==> src/rtl/seg_pkg.sv <==
`default_nettype none
// seg_pkg: digit-entry type, scan FSM states and the active-low 7-segment decoder
// shared by the display scan scheduler.
package seg_pkg;

  typedef struct packed {
    logic       en;
    logic       dot;
    logic [3:0] hex;
  } seg_entry_t;

  typedef enum logic [0:0] {
    S_BLANK = 1'b0,
    S_SHOW  = 1'b1
  } scan_state_t;

  localparam int         NUM_DIGITS = 8;
  localparam logic [7:0] SEG_OFF    = 8'hFF;

  // Returns {dp,g,f,e,d,c,b,a} active-low; a disabled entry is fully dark, dot included.
  function automatic logic [7:0] seg_decode(input seg_entry_t e);
    logic [6:0] gfedcba;
    gfedcba = 7'h00;
    case (e.hex)
      4'h0: gfedcba = 7'h3F;
      4'h1: gfedcba = 7'h06;
      4'h2: gfedcba = 7'h5B;
      4'h3: gfedcba = 7'h4F;
      4'h4: gfedcba = 7'h66;
      4'h5: gfedcba = 7'h6D;
      4'h6: gfedcba = 7'h7D;
      4'h7: gfedcba = 7'h07;
      4'h8: gfedcba = 7'h7F;
      4'h9: gfedcba = 7'h6F;
      4'hA: gfedcba = 7'h77;
      4'hB: gfedcba = 7'h7C;
      4'hC: gfedcba = 7'h39;
      4'hD: gfedcba = 7'h5E;
      4'hE: gfedcba = 7'h79;
      4'hF: gfedcba = 7'h71;
    endcase
    if (!e.en) seg_decode = SEG_OFF;
    else       seg_decode = ~{e.dot, gfedcba};
  endfunction

endpackage
`default_nettype wire

==> src/rtl/seg_rr_arbiter.sv <==
`default_nettype none
// seg_rr_arbiter: two-way round-robin arbiter with registered one-hot grants.
// Priority only alternates when both requesters contend in the same cycle.
module seg_rr_arbiter (
  input  logic i_clk,
  input  logic i_rst_n,
  input  logic i_req_a,
  input  logic i_req_b,
  output logic o_gnt_a,
  output logic o_gnt_b
);

  logic prio_b;
  logic live_a;
  logic live_b;
  logic both;
  logic gnt_a_nxt;
  logic gnt_b_nxt;

  // A request still high during its own grant cycle is the handshake tail, not a new request.
  always_comb begin
    live_a    = i_req_a & ~o_gnt_a;
    live_b    = i_req_b & ~o_gnt_b;
    both      = live_a & live_b;
    gnt_a_nxt = live_a & (~live_b | ~prio_b);
    gnt_b_nxt = live_b & (~live_a |  prio_b);
  end

  always_ff @(posedge i_clk or negedge i_rst_n) begin
    if (!i_rst_n) begin
      o_gnt_a <= 1'b0;
      o_gnt_b <= 1'b0;
      prio_b  <= 1'b0;
    end else begin
      o_gnt_a <= gnt_a_nxt;
      o_gnt_b <= gnt_b_nxt;
      if (both) prio_b <= ~prio_b;
    end
  end

endmodule
`default_nettype wire

==> src/rtl/seg_scan_scheduler.sv <==
`default_nettype none
// seg_scan_scheduler: 8-digit multiplexed 7-seg driver with inter-digit blanking and a
// round-robin shared digit buffer for two writers.
module seg_scan_scheduler
  import seg_pkg::*;
#(
  parameter int F_CLK     = 50_000_000,
  parameter int F_SCAN    = 8_000,
  parameter int BLANK_CYC = 50
) (
  input  logic       i_clk,
  input  logic       i_rst_n,
  input  logic       i_req_a,
  input  logic [2:0] i_idx_a,
  input  logic [5:0] i_dat_a,
  output logic       o_gnt_a,
  input  logic       i_req_b,
  input  logic [2:0] i_idx_b,
  input  logic [5:0] i_dat_b,
  output logic       o_gnt_b,
  output logic [7:0] o_cs,
  output logic [7:0] o_dig_sel
);

  localparam int              DIV        = F_CLK / F_SCAN;
  localparam int              TW         = (DIV > 1) ? $clog2(DIV) : 1;
  localparam int              BW         = (BLANK_CYC > 1) ? $clog2(BLANK_CYC) : 1;
  localparam logic [TW-1:0]   TICK_LAST  = TW'(DIV - 1);
  localparam logic [BW-1:0]   BLANK_LAST = BW'(BLANK_CYC - 1);

  logic [TW-1:0] tick_cnt;
  logic          scan_tick;
  scan_state_t   state;
  scan_state_t   state_nxt;
  logic [BW-1:0] blank_cnt;
  logic [BW-1:0] blank_cnt_nxt;
  logic [2:0]    ptr;
  logic [2:0]    ptr_nxt;
  seg_entry_t    entries [NUM_DIGITS];
  logic          wr_en;
  logic [2:0]    wr_idx;
  seg_entry_t    wr_dat;
  seg_entry_t    view;
  logic [7:0]    cs_nxt;
  logic [7:0]    seg_nxt;

  seg_rr_arbiter u_arb (
    .i_clk   (i_clk),
    .i_rst_n (i_rst_n),
    .i_req_a (i_req_a),
    .i_req_b (i_req_b),
    .o_gnt_a (o_gnt_a),
    .o_gnt_b (o_gnt_b)
  );

  assign scan_tick = (tick_cnt == TICK_LAST);

  always_ff @(posedge i_clk or negedge i_rst_n) begin
    if (!i_rst_n) tick_cnt <= '0;
    else          tick_cnt <= scan_tick ? '0 : tick_cnt + TW'(1);
  end

  // The granted writer is still holding its idx/dat during the grant cycle.
  always_comb begin
    wr_en  = o_gnt_a | o_gnt_b;
    wr_idx = o_gnt_a ? i_idx_a : i_idx_b;
    wr_dat = o_gnt_a ? seg_entry_t'(i_dat_a) : seg_entry_t'(i_dat_b);
  end

  always_ff @(posedge i_clk or negedge i_rst_n) begin
    if (!i_rst_n) begin
      for (int i = 0; i < NUM_DIGITS; i++) entries[i] <= '0;
    end else if (wr_en) begin
      entries[wr_idx] <= wr_dat;
    end
  end

  always_comb begin
    state_nxt     = state;
    blank_cnt_nxt = blank_cnt;
    ptr_nxt       = ptr;
    case (state)
      S_BLANK: begin
        if (blank_cnt == BLANK_LAST) begin
          state_nxt     = S_SHOW;
          blank_cnt_nxt = '0;
          ptr_nxt       = ptr + 3'd1;
        end else begin
          blank_cnt_nxt = blank_cnt + BW'(1);
        end
      end
      S_SHOW: begin
        if (scan_tick) state_nxt = S_BLANK;
      end
    endcase

    // Bypass the write port so a write to the shown digit lands one cycle after its grant.
    view    = (wr_en && (wr_idx == ptr_nxt)) ? wr_dat : entries[ptr_nxt];
    cs_nxt  = 8'hFF;
    seg_nxt = SEG_OFF;
    if (state_nxt == S_SHOW) begin
      cs_nxt  = ~(8'b1 << ptr_nxt);
      seg_nxt = seg_decode(view);
    end
  end

  always_ff @(posedge i_clk or negedge i_rst_n) begin
    if (!i_rst_n) begin
      state     <= S_BLANK;
      blank_cnt <= '0;
      ptr       <= '0;
      o_cs      <= 8'hFF;
      o_dig_sel <= SEG_OFF;
    end else begin
      state     <= state_nxt;
      blank_cnt <= blank_cnt_nxt;
      ptr       <= ptr_nxt;
      o_cs      <= cs_nxt;
      o_dig_sel <= seg_nxt;
    end
  end

endmodule
`default_nettype wire

==> config.mk <==
export PLATFORM = sky130hd
export DESIGN_NAME = seg_scan_scheduler
export DESIGN_NICKNAME = d
export VERILOG_FILES = /design/src/rtl/seg_pkg.sv /design/src/rtl/seg_rr_arbiter.sv /design/src/rtl/seg_scan_scheduler.sv
export SDC_FILE = /design/constraint.sdc
export NUM_CORES = 1
export LEC_CHECK = 0
export BUFFER_PORTS_ARGS = -buffer_cell sky130_fd_sc_hd__buf_2
export CORE_UTILIZATION = 60
export CTS_CLUSTER_SIZE = 10
export DETAILED_ROUTE_END_ITERATION = 8
export PLACE_DENSITY = 0.91
export SETUP_SLACK_MARGIN = 0.02
export SYNTH_ARGS = -nofsm -noshare
export SYNTH_HDL_FRONTEND = slang
export SYNTH_SLANG_ARGS = --single-unit
==> constraint.sdc <==
create_clock -name i_clk -period 4.3 [get_ports i_clk]
set_clock_uncertainty 0.1 [all_clocks]
set_input_delay 0.43 -clock i_clk [delete_from_list [all_inputs] [get_ports i_clk]]
set_output_delay 0.43 -clock i_clk [all_outputs]
set_load 0.02 [all_outputs]
==> Word-level counts from Yosys, hierarchy flattened <==
Memories as Yosys holds them, arrays and structs flattened.
Index checks and enable logic that the tools add are counted.
{ "totals": {"reg_bits": 90, "rom_bits": 112, "out_inout_bits": 18, "memories": 1, "wordCells": 84} }
{ "memory_table": {"columns": ["name", "depth", "word_bits", "rd", "rd_ports_with_merged_regs", "write_ports", "line", "source"], "rows": [
  ["(no name shown)", 16, 7, 1, 0, 0, "seg_pkg.sv:24", "case (e.hex)"]
]} }
{ "classes": {"reduce_logical": 2, "bitwise": 18, "n_eq_ne": 3, "n_shift": 1, "order_cmp": 3, "n_addsub": 3, "muxes": 20} }
{ "ops": {"columns": ["cell", "count"], "rows": [
  ["48-bit bitwise mux", 1],
  ["6-bit two-way mux", 6],
  ["8-bit two-way mux", 3],
  ["6-bit binary-select mux with 3-bit select", 1],
  ["6-bit demux with 3-bit select", 1],
  ["8-bit inverter", 2],
  ["13-bit by 1-bit adder with 13-bit output (second input constant)", 1],
  ["13-bit == test (second input constant)", 1],
  ["13-bit two-way mux", 1],
  ["3-bit two-way mux", 3],
  ["4-bit greater-or-equal comparator (second input constant)", 2],
  ["3-bit inverter with 4-bit output", 2],
  ["1-bit by 3-bit left shift with 8-bit output (first input constant)", 1],
  ["7-bit two-way mux", 1],
  ["6-bit by 1-bit adder with 6-bit output (second input constant)", 1],
  ["6-bit == test (second input constant)", 1],
  ["1-bit inverter", 6],
  ["1-bit AND", 5],
  ["4-bit by 1-bit less-than comparator with 1-bit output (second input constant)", 1],
  ["3-bit by 1-bit adder with 3-bit output (second input constant)", 1],
  ["3-bit == test", 1],
  ["1-bit bitwise OR", 3],
  ["1-bit logical AND", 2],
  ["1-bit two-way mux", 2],
  ["1-bit case mux with 2 select lines", 1]
]} }

==> Logic depth before layout (Yosys ltp) <==
Gate-level depths: netlist of run 1.
An unclocked memory read counts as a cell.
{ "logic_depth": {"word_depth": 13, "mapped_depth": 16, "ltp_nobuf": 14} }

==> Modules after synthesis <==
From an unflattened synthesis of run 1, not the netlist that was laid out.
{ "hier_totals": {"cells_unflattened": 460, "hier_area_um2": 4672.0} }
{ "modules_own_cells": {"columns": ["mod", "n_inst", "seq_area_each_um2", "cells_per_inst", "area_per_inst_um2"], "rows": [
  ["seg_scan_scheduler", 1, 2197.1, 451, 4550.6],
  ["seg_rr_arbiter", 1, 75.1, 9, 121.4]
]} }

==> Least setup slack after synthesis of run 1 <==
OpenSTA, ideal clock, no wires.
{ "synth_path": {"path_kind": "reg2reg", "startpoint": "register blank_cnt[1]", "endpoint": "register o_dig_sel[3]", "synth_period_minus_slack_ns": 3.528, "path_slack_ns": 0.772, "arrival_ns": 3.323, "path_stages_with_launch": 15, "required_time_ns": 4.095, "cell_sequence": "dfrtp_1 > inv_1 > ha_1 > or4b_4 > buf_6 > nor2_8 > xnor2_1 > mux4_2 > a221oi_1 > mux2_4 > inv_1 > ha_1 > nor2b_1 > a211oi_1 > o21ai_0"} }
{ "synth_via": {"elab_chain_len": 13, "elab_cells_between_ends": 17, "cone_classes": "eq/ne: 2; mux: 11; bitwise: 2; reduce/logical: 1; memory: 1"} }
{ "synth_lines": {"columns": ["element", "line", "source"], "rows": [
  ["from (decl)", "seg_scan_scheduler.sv:35", "logic [BW-1:0] blank_cnt;"],
  ["from (signal assigned)", "seg_scan_scheduler.sv:116", "blank_cnt <= blank_cnt_nxt;"],
  ["6-bit == test (*)", "seg_scan_scheduler.sv:84", "if (blank_cnt == BLANK_LAST) begin"],
  ["3-bit two-way mux", "seg_scan_scheduler.sv:84", null],
  ["3-bit two-way mux", "seg_scan_scheduler.sv:82", "case (state)"],
  ["3-bit inverter with 4-bit output (not written as such)", "seg_scan_scheduler.sv:98", "view = (wr_en && (wr_idx == ptr_nxt)) ? wr_dat : entries[ptr_nxt];"],
  ["6-bit binary-select mux with 3-bit select", "seg_scan_scheduler.sv:98", null],
  ["6-bit two-way mux (not written as such) (2 in series)", "seg_scan_scheduler.sv:98", null],
  ["6-bit two-way mux", "seg_scan_scheduler.sv:98", null],
  ["memory 16 x 7 bit", null, null],
  ["7-bit two-way mux", "seg_scan_scheduler.sv:101", "if (state_nxt == S_SHOW) begin"],
  ["8-bit inverter", "seg_pkg.sv:43", "else seg_decode = ~{e.dot, gfedcba};"],
  ["8-bit two-way mux", "seg_pkg.sv:42", "if (!e.en) seg_decode = SEG_OFF;"],
  ["8-bit two-way mux (*)", "seg_scan_scheduler.sv:101", null],
  ["net seg_nxt[3]", "seg_scan_scheduler.sv:45", "logic [7:0] seg_nxt;"],
  ["to (signal assigned)", "seg_scan_scheduler.sv:119", "o_dig_sel <= seg_nxt;"],
  ["to (decl)", "seg_scan_scheduler.sv:22", "output logic [7:0] o_dig_sel"]
]} }
The timed path passes the listed nets; every way through them passes the cells marked *. The select of a mux whose other input is x is not followed.
A chain may end at the register's enable or synchronous reset.

==> Worst setup path in the final report of run 1 <==
{ "layout_path": {"startpoint": "register blank_cnt[1]", "endpoint": "register o_dig_sel[3]"} }
{ "layout_via": {"elab_chain_len": 13, "elab_cells_between_ends": 17, "cone_classes": "eq/ne: 2; mux: 11; bitwise: 2; reduce/logical: 1; memory: 1"} }
{ "layout_lines": {"columns": ["element", "line", "source"], "rows": [
  ["6-bit == test (*)", "seg_scan_scheduler.sv:84", null],
  ["3-bit two-way mux (*)", "seg_scan_scheduler.sv:84", null],
  ["3-bit two-way mux (*)", "seg_scan_scheduler.sv:82", null],
  ["net ptr_nxt[2]", "seg_scan_scheduler.sv:38", "logic [2:0] ptr_nxt;"],
  ["3-bit inverter with 4-bit output (not written as such)", "seg_scan_scheduler.sv:98", null],
  ["6-bit binary-select mux with 3-bit select", "seg_scan_scheduler.sv:98", null],
  ["6-bit two-way mux (not written as such) (2 in series)", "seg_scan_scheduler.sv:98", null],
  ["6-bit two-way mux (*)", "seg_scan_scheduler.sv:98", null],
  ["memory 16 x 7 bit", null, null],
  ["7-bit two-way mux", "seg_scan_scheduler.sv:101", null],
  ["8-bit inverter", "seg_pkg.sv:43", null],
  ["8-bit two-way mux (*)", "seg_pkg.sv:42", null],
  ["8-bit two-way mux (*)", "seg_scan_scheduler.sv:101", null],
  ["net seg_nxt[3]", "seg_scan_scheduler.sv:45", null]
]} }
Marked as above.

==> out/metrics.csv, run 1 <==
metric;value;unit
Routed WL;10600;um
Mean Syn Cell Area;9.91;um^2
die width;91.9;um
Worst Hold Class;in -> async;
Synth Register Bits;90;
WS Path Type;reg -> reg;
maximum VDD drop;0.000243;V
total grt overflow;0;
Arrival @ worst endpoint;4150;ps
Wirelength per Cell;16.8;um
H-Tree Depth;3;
Critical Path RT;4460;ps
area of the core;7770;um^2
Synth cell types;67;
sequential cell area;2270;um^2
Peak Freq;251;MHz
clock root cell;clkbuf_8;
fin nets;556;
share of the yosys chip area belonging to registers;46.9;%
Setup crit start kind;register;
hold_buf cts;0;
GRT busiest layer;met2;
vias per cell;6.16;
commonest non-fill, non-tap cells in the layout;dfrtp_1 (74), nand2_1 (55), nor2_1 (54), buf_2 (38), o21ai_0 (33);
Worst Path Buf+Inv;3;
status;finished, final reports clean;
ys flop type;dfrtp_1;
Hold Vio Cnt, Final;0;
Slowest-stage cell, CP;or4b_4;
HPWL Detailed;7620;um
R2R Setup Slk;310;ps
IO buf count;39;
die area;8440;um^2
Rel. slew slack;27.2;%
cells after synthesis;489;
PwrDens;508;nW/um^2
number of max-cap violations;0;
worst slew pin tran;1090;ps
unrepaired setup endpoints after global routing;false;
via count;3878;
Max FO, Critical Path;10;
DRT antenna net count;0;
Num CTS Buffers;9;
postcts setup bufs;0;
global-route wire length before repair;17700;um
Post-synth EDFFs;0;
area of the multi-input gates;2360;um^2
Die Y;91.9;um
Mapped Area;4850;um^2
Ports;40;
DRT iter0 DRCs;363;
placer congestion estimate;0.925;
Final Max Tran Viols;0;
Synth Warn #;0;
setup TNS;0;ps
Worst-path clk slew;90;ps
met1 usage;36.2;%
met2 usage;43.2;%
drt drc;0;
Tcrit/Tclk final;92.8;%
Fillers;585;
post-cts resize count;0;
max incr delay on CP;600;ps
Leakage Power;0.00229;uW
asr flop ratio synth;100;%
Sink Count;90;
Crit path max-delay family;compound AO/OA/AOI/OAI gates;
syn nets;522;
diodes inserted;0;
clock latency on the worst-skew pair;370;ps
crit path time final;3990;ps
Final setup viols;0;
initial core utilization;62.4;%
number of global-route vias before repair;3691;
share of layout cells above drive strength 1;21.2;%
largest net degree at the start of global routing;91;
clock buffer depth;2;
CTS tree;yes;
crit-path cells;inv_1 > ha_1 > or4b_4 > o21ai_0 > a21boi_4 > inv_2 > mux4_2 > a221oi_1 > mux2_4 > inv_1 > ha_1 > nor2b_1 > a211oi_1 > o21ai_0;
GRT Util Overall;26.7;%
Worst setup EP type;register;
Std-Cell Rows;32;
area delta synth->final;9.86;%
Total Power;2710;uW
M3 GR Usage;3.65;%
initial antenna violation count;0;
drt pass-1 iters;5;
most common cell after layout, fill and taps aside;dfrtp_1;
area by class of cell:
cell class                 instances  share of cell area (%)
clock inverter                     6                    1.69
timing repair buffer              49                    5.12
multi-input combinational        355                    44.3
sequential                        90                    42.7
clock buffer                      10                    2.59
tap                              102                    2.40
inverter                          18                    1.27
routing by layer:
layer  vias up  share of wire (%)
met2       179                 47
li1       1813                  -
met5         -                  0
met3        36                6.8
met4         0                2.9
met1      1850                 43
kinds of logic (layout without fill, tap and decap cells):
| kind of cell | after synthesis | in the layout | synth area share (%) |
|---|---|---|---|
| AOI/OAI and AO/OA | 121 | 121 | 17.1 |
| buffers and inverters | 44 | 83 | 4.49 |
| DFF | 90 | 90 | 46.9 |
| muxes | 27 | 27 | 6.69 |
| adders and majority gates | 11 | 11 | 2.84 |
| xor gates and xnor gates | 18 | 18 | 3.54 |
| and+or+nand+nor | 178 | 178 | 18.4 |
Yosys cell counts, types with 11 or more instances:
library cell | n | area, um^2
dfrtp_1 | 74 | 1850
nand2_1 | 55 | 206
nor2_1 | 54 | 203
o21ai_0 | 33 | 165
a21oi_1 | 30 | 150
clkbuf_1 | 17 | 63.8
mux2i_1 | 17 | 170
dfstp_2 | 16 | 420
nand3_1 | 16 | 80.1
inv_1 | 15 | 56.3
o221ai_1 | 13 | 114
ha_1 | 11 | 138
xnor2_1 | 11 | 96.3
state kept, by name, indices dropped and copies added (netlist names):
name,flops
tick_cnt,13
u_arb.o_gnt_b,1
u_arb.prio_b,1
state,1
o_cs,8
entries,48
u_arb.o_gnt_a,1
ptr,3
o_dig_sel,8
blank_cnt,6
report_power, final:
| part | internal [uW] | switching (uW) | total (uW) |
|---|---|---|---|
| clock | 344 | 295 | 639 |
| combinational | 355 | 436 | 791 |
| sequential | 1080 | 194 | 1280 |
final timing paths:
check / startpoint / endpoint / cells past startpoint
max in group asynchronous: i_rst_n / entries[27] / 1
hold reg to reg: entries[31] / entries[31] / 2
hold / removal: i_rst_n / u_arb.prio_b / 1
setup / recovery: blank_cnt[1] / o_dig_sel[3] / 14
min in group i_clk: i_req_a / u_arb.o_gnt_a / 3
setup reg to reg: blank_cnt[1] / o_dig_sel[3] / 14
metrics by stage:
| step | util [%] | hold slack [ps] | cells | setup WS, ps | area [um^2] |
|---|---|---|---|---|---|
| final | 68.5 | 142 | 630 | 311 | 5320 |
| after global routing | 68.5 | 264 | 630 | 248 | 5320 |
| after CTS | 68.5 | 214 | 630 | 417 | 5320 |
| after detailed placement | 65.6 | 375 | 614 | 470 | 5100 |
| after global placement | 65.6 | 363 | 614 | 609 | 5100 |
| after floorplan | - | 34.4 | 489 | 772 | 4850 |
(Power assumes the default switching activity.)
==> run 2: changes to the inputs <==
Settings changed: CTS_BUF_LIST set to sky130_fd_sc_hd__clkbuf_16.
==> run 2 against run 1 <==
Utilization increased by 1.2 points. Combinational power grew 0.5%. Sequential power about the same. Die area did not move. Power rose by 7.5%. Critical path depth did not move. Routed wire length is 2.2% higher. Global-route usage rose by 0.77 points. Highest routed layer unchanged.
==> out/metrics.csv, run 2 (same netlist as run 1, synthesis figures left out) <==
metric;value;unit
H-Tree Depth;3;
max FFs per register;48;
Std-Cell Rows;32;
dpl ws;470;ps
IO buf count;39;
Worst setup EP type;register;
Setup crit start kind;register;
die width;91.9;um
WS Path Type;reg -> reg;
Arrival @ worst endpoint;4070;ps
total grt overflow;0;
clock root cell;clkbuf_16;
diodes inserted;0;
clock buffer depth;2;
Hold Vio Cnt, Final;0;
Leakage Power;0.00233;uW
Non-Filler Instances;630;
GRT Util Overall;27.5;%
fin nets;556;
setup ws final;370;ps
area of the core;7770;um^2
sequential cell area;2270;um^2
Critical Path RT;4440;ps
placer congestion estimate;0.925;
Peak Freq;254;MHz
global-route wire length before repair;18100;um
post-cts resize count;0;
number of global-route vias before repair;3748;
hold_buf cts;0;
Max FO, Critical Path;10;
crit path time final;3930;ps
Fillers;566;
vias per cell;6.16;
number of max-cap violations;0;
via count;3883;
Final Instance Area;5420;um^2
worst slew pin tran;1100;ps
area delta synth->final;11.7;%
CTS tree;yes;
Wirelength per Cell;17.2;um
die area;8440;um^2
initial antenna violation count;0;
Placed Cells;614;
status;finished, final reports clean;
setup TNS;0;ps
DRT antenna net count;0;
initial core utilization;62.4;%
drt drc;0;
drt pass-1 iters;5;
Sink Count;90;
maximum VDD drop;0.000274;V
Largest regs;entries x48, tick_cnt x13;
share of layout cells above drive strength 1;21.0;%
postcts setup bufs;0;
HPWL Detailed;7620;um
Routed WL;10800;um
Num CTS Buffers;9;
DRT iter0 DRCs;420;
PwrDens;537;nW/um^2
most common cell after layout, fill and taps aside;dfrtp_1;
Min Hold Slack;187;ps
area of the multi-input gates;2360;um^2
Ports;40;
Die Y;91.9;um
largest net degree at the start of global routing;91;
Final Max Tran Viols;0;
Placed Instance Area;5100;um^2
commonest non-fill, non-tap cells in the layout;dfrtp_1 (74), nand2_1 (55), nor2_1 (54), buf_2 (38), o21ai_0 (33);
clock latency on the worst-skew pair;340;ps
Largest Register;entries;
Worst Hold Class;in -> async;
Rel. slew slack;26.7;%
R2R Setup Slk;370;ps
unrepaired setup endpoints after global routing;false;
Tcrit/Tclk final;91.4;%
Final setup viols;0;
Worst-path clk slew;70;ps
## run 2: changes by cell type in the layout (fill, tap and decap cells not counted), sizes merged
cell    change
clkinv      +1
clkbuf      -1
## run 2: worst paths after layout
kind | startpoint | to | cells past startpoint
max in group asynchronous | i_rst_n | tick_cnt[11] | 1
worst min-delay path | i_rst_n | u_arb.prio_b | 1
worst min register to register | entries[31] | entries[31] | 2
min in group i_clk | i_req_a | u_arb.o_gnt_a | 3
worst max-delay path | blank_cnt[1] | o_dig_sel[3] | 14
worst max register to register | blank_cnt[1] | o_dig_sel[3] | 14
## run 2: area by class of cell
class | instances | area share (%)
clock buffer | 9 | 4.16
clock inverter | 7 | 1.73
inverter | 18 | 1.25
multi-input combinational | 355 | 43.5
sequential | 90 | 42.0
tap | 102 | 2.36
timing repair buffer | 49 | 5.04
## run 2: power breakdown
group | switching [uW] | leakage [uW] | internal [uW]
clock network | 329 | 0.000153 | 508
registers | 195 | 0.00107 | 1080
logic | 441 | 0.00111 | 355
total | 964 | 0.00233 | 1950
## run 2: metrics by stage
step                utilization (%)  power, uW
finish                         69.7       2910
global route                   69.7       3070
CTS                            69.7       2900
detailed placement             65.6       2060
global placement               65.6       2000
floorplan                         -       1840
## run 2: routing by layer
layer,share of wire (%),up-vias,global-route usage (%)
met5,0,-,0
met4,3.0,0,12.4
met3,7.0,40,4.39
met2,49,173,45.3
met1,41,1861,35.9
li1,-,1809,-
## run 2: critical path: stages (launching register included)
cell	delay, ps
dfrtp_1	430
inv_1	70
ha_1	170
or4b_4	600
o21ai_0	270
a21boi_4	380
inv_2	130
mux4_2	310
a221oi_1	300
mux2_4	250
inv_1	80
ha_1	230
nor2b_1	140
a211oi_1	230
o21ai_0	120
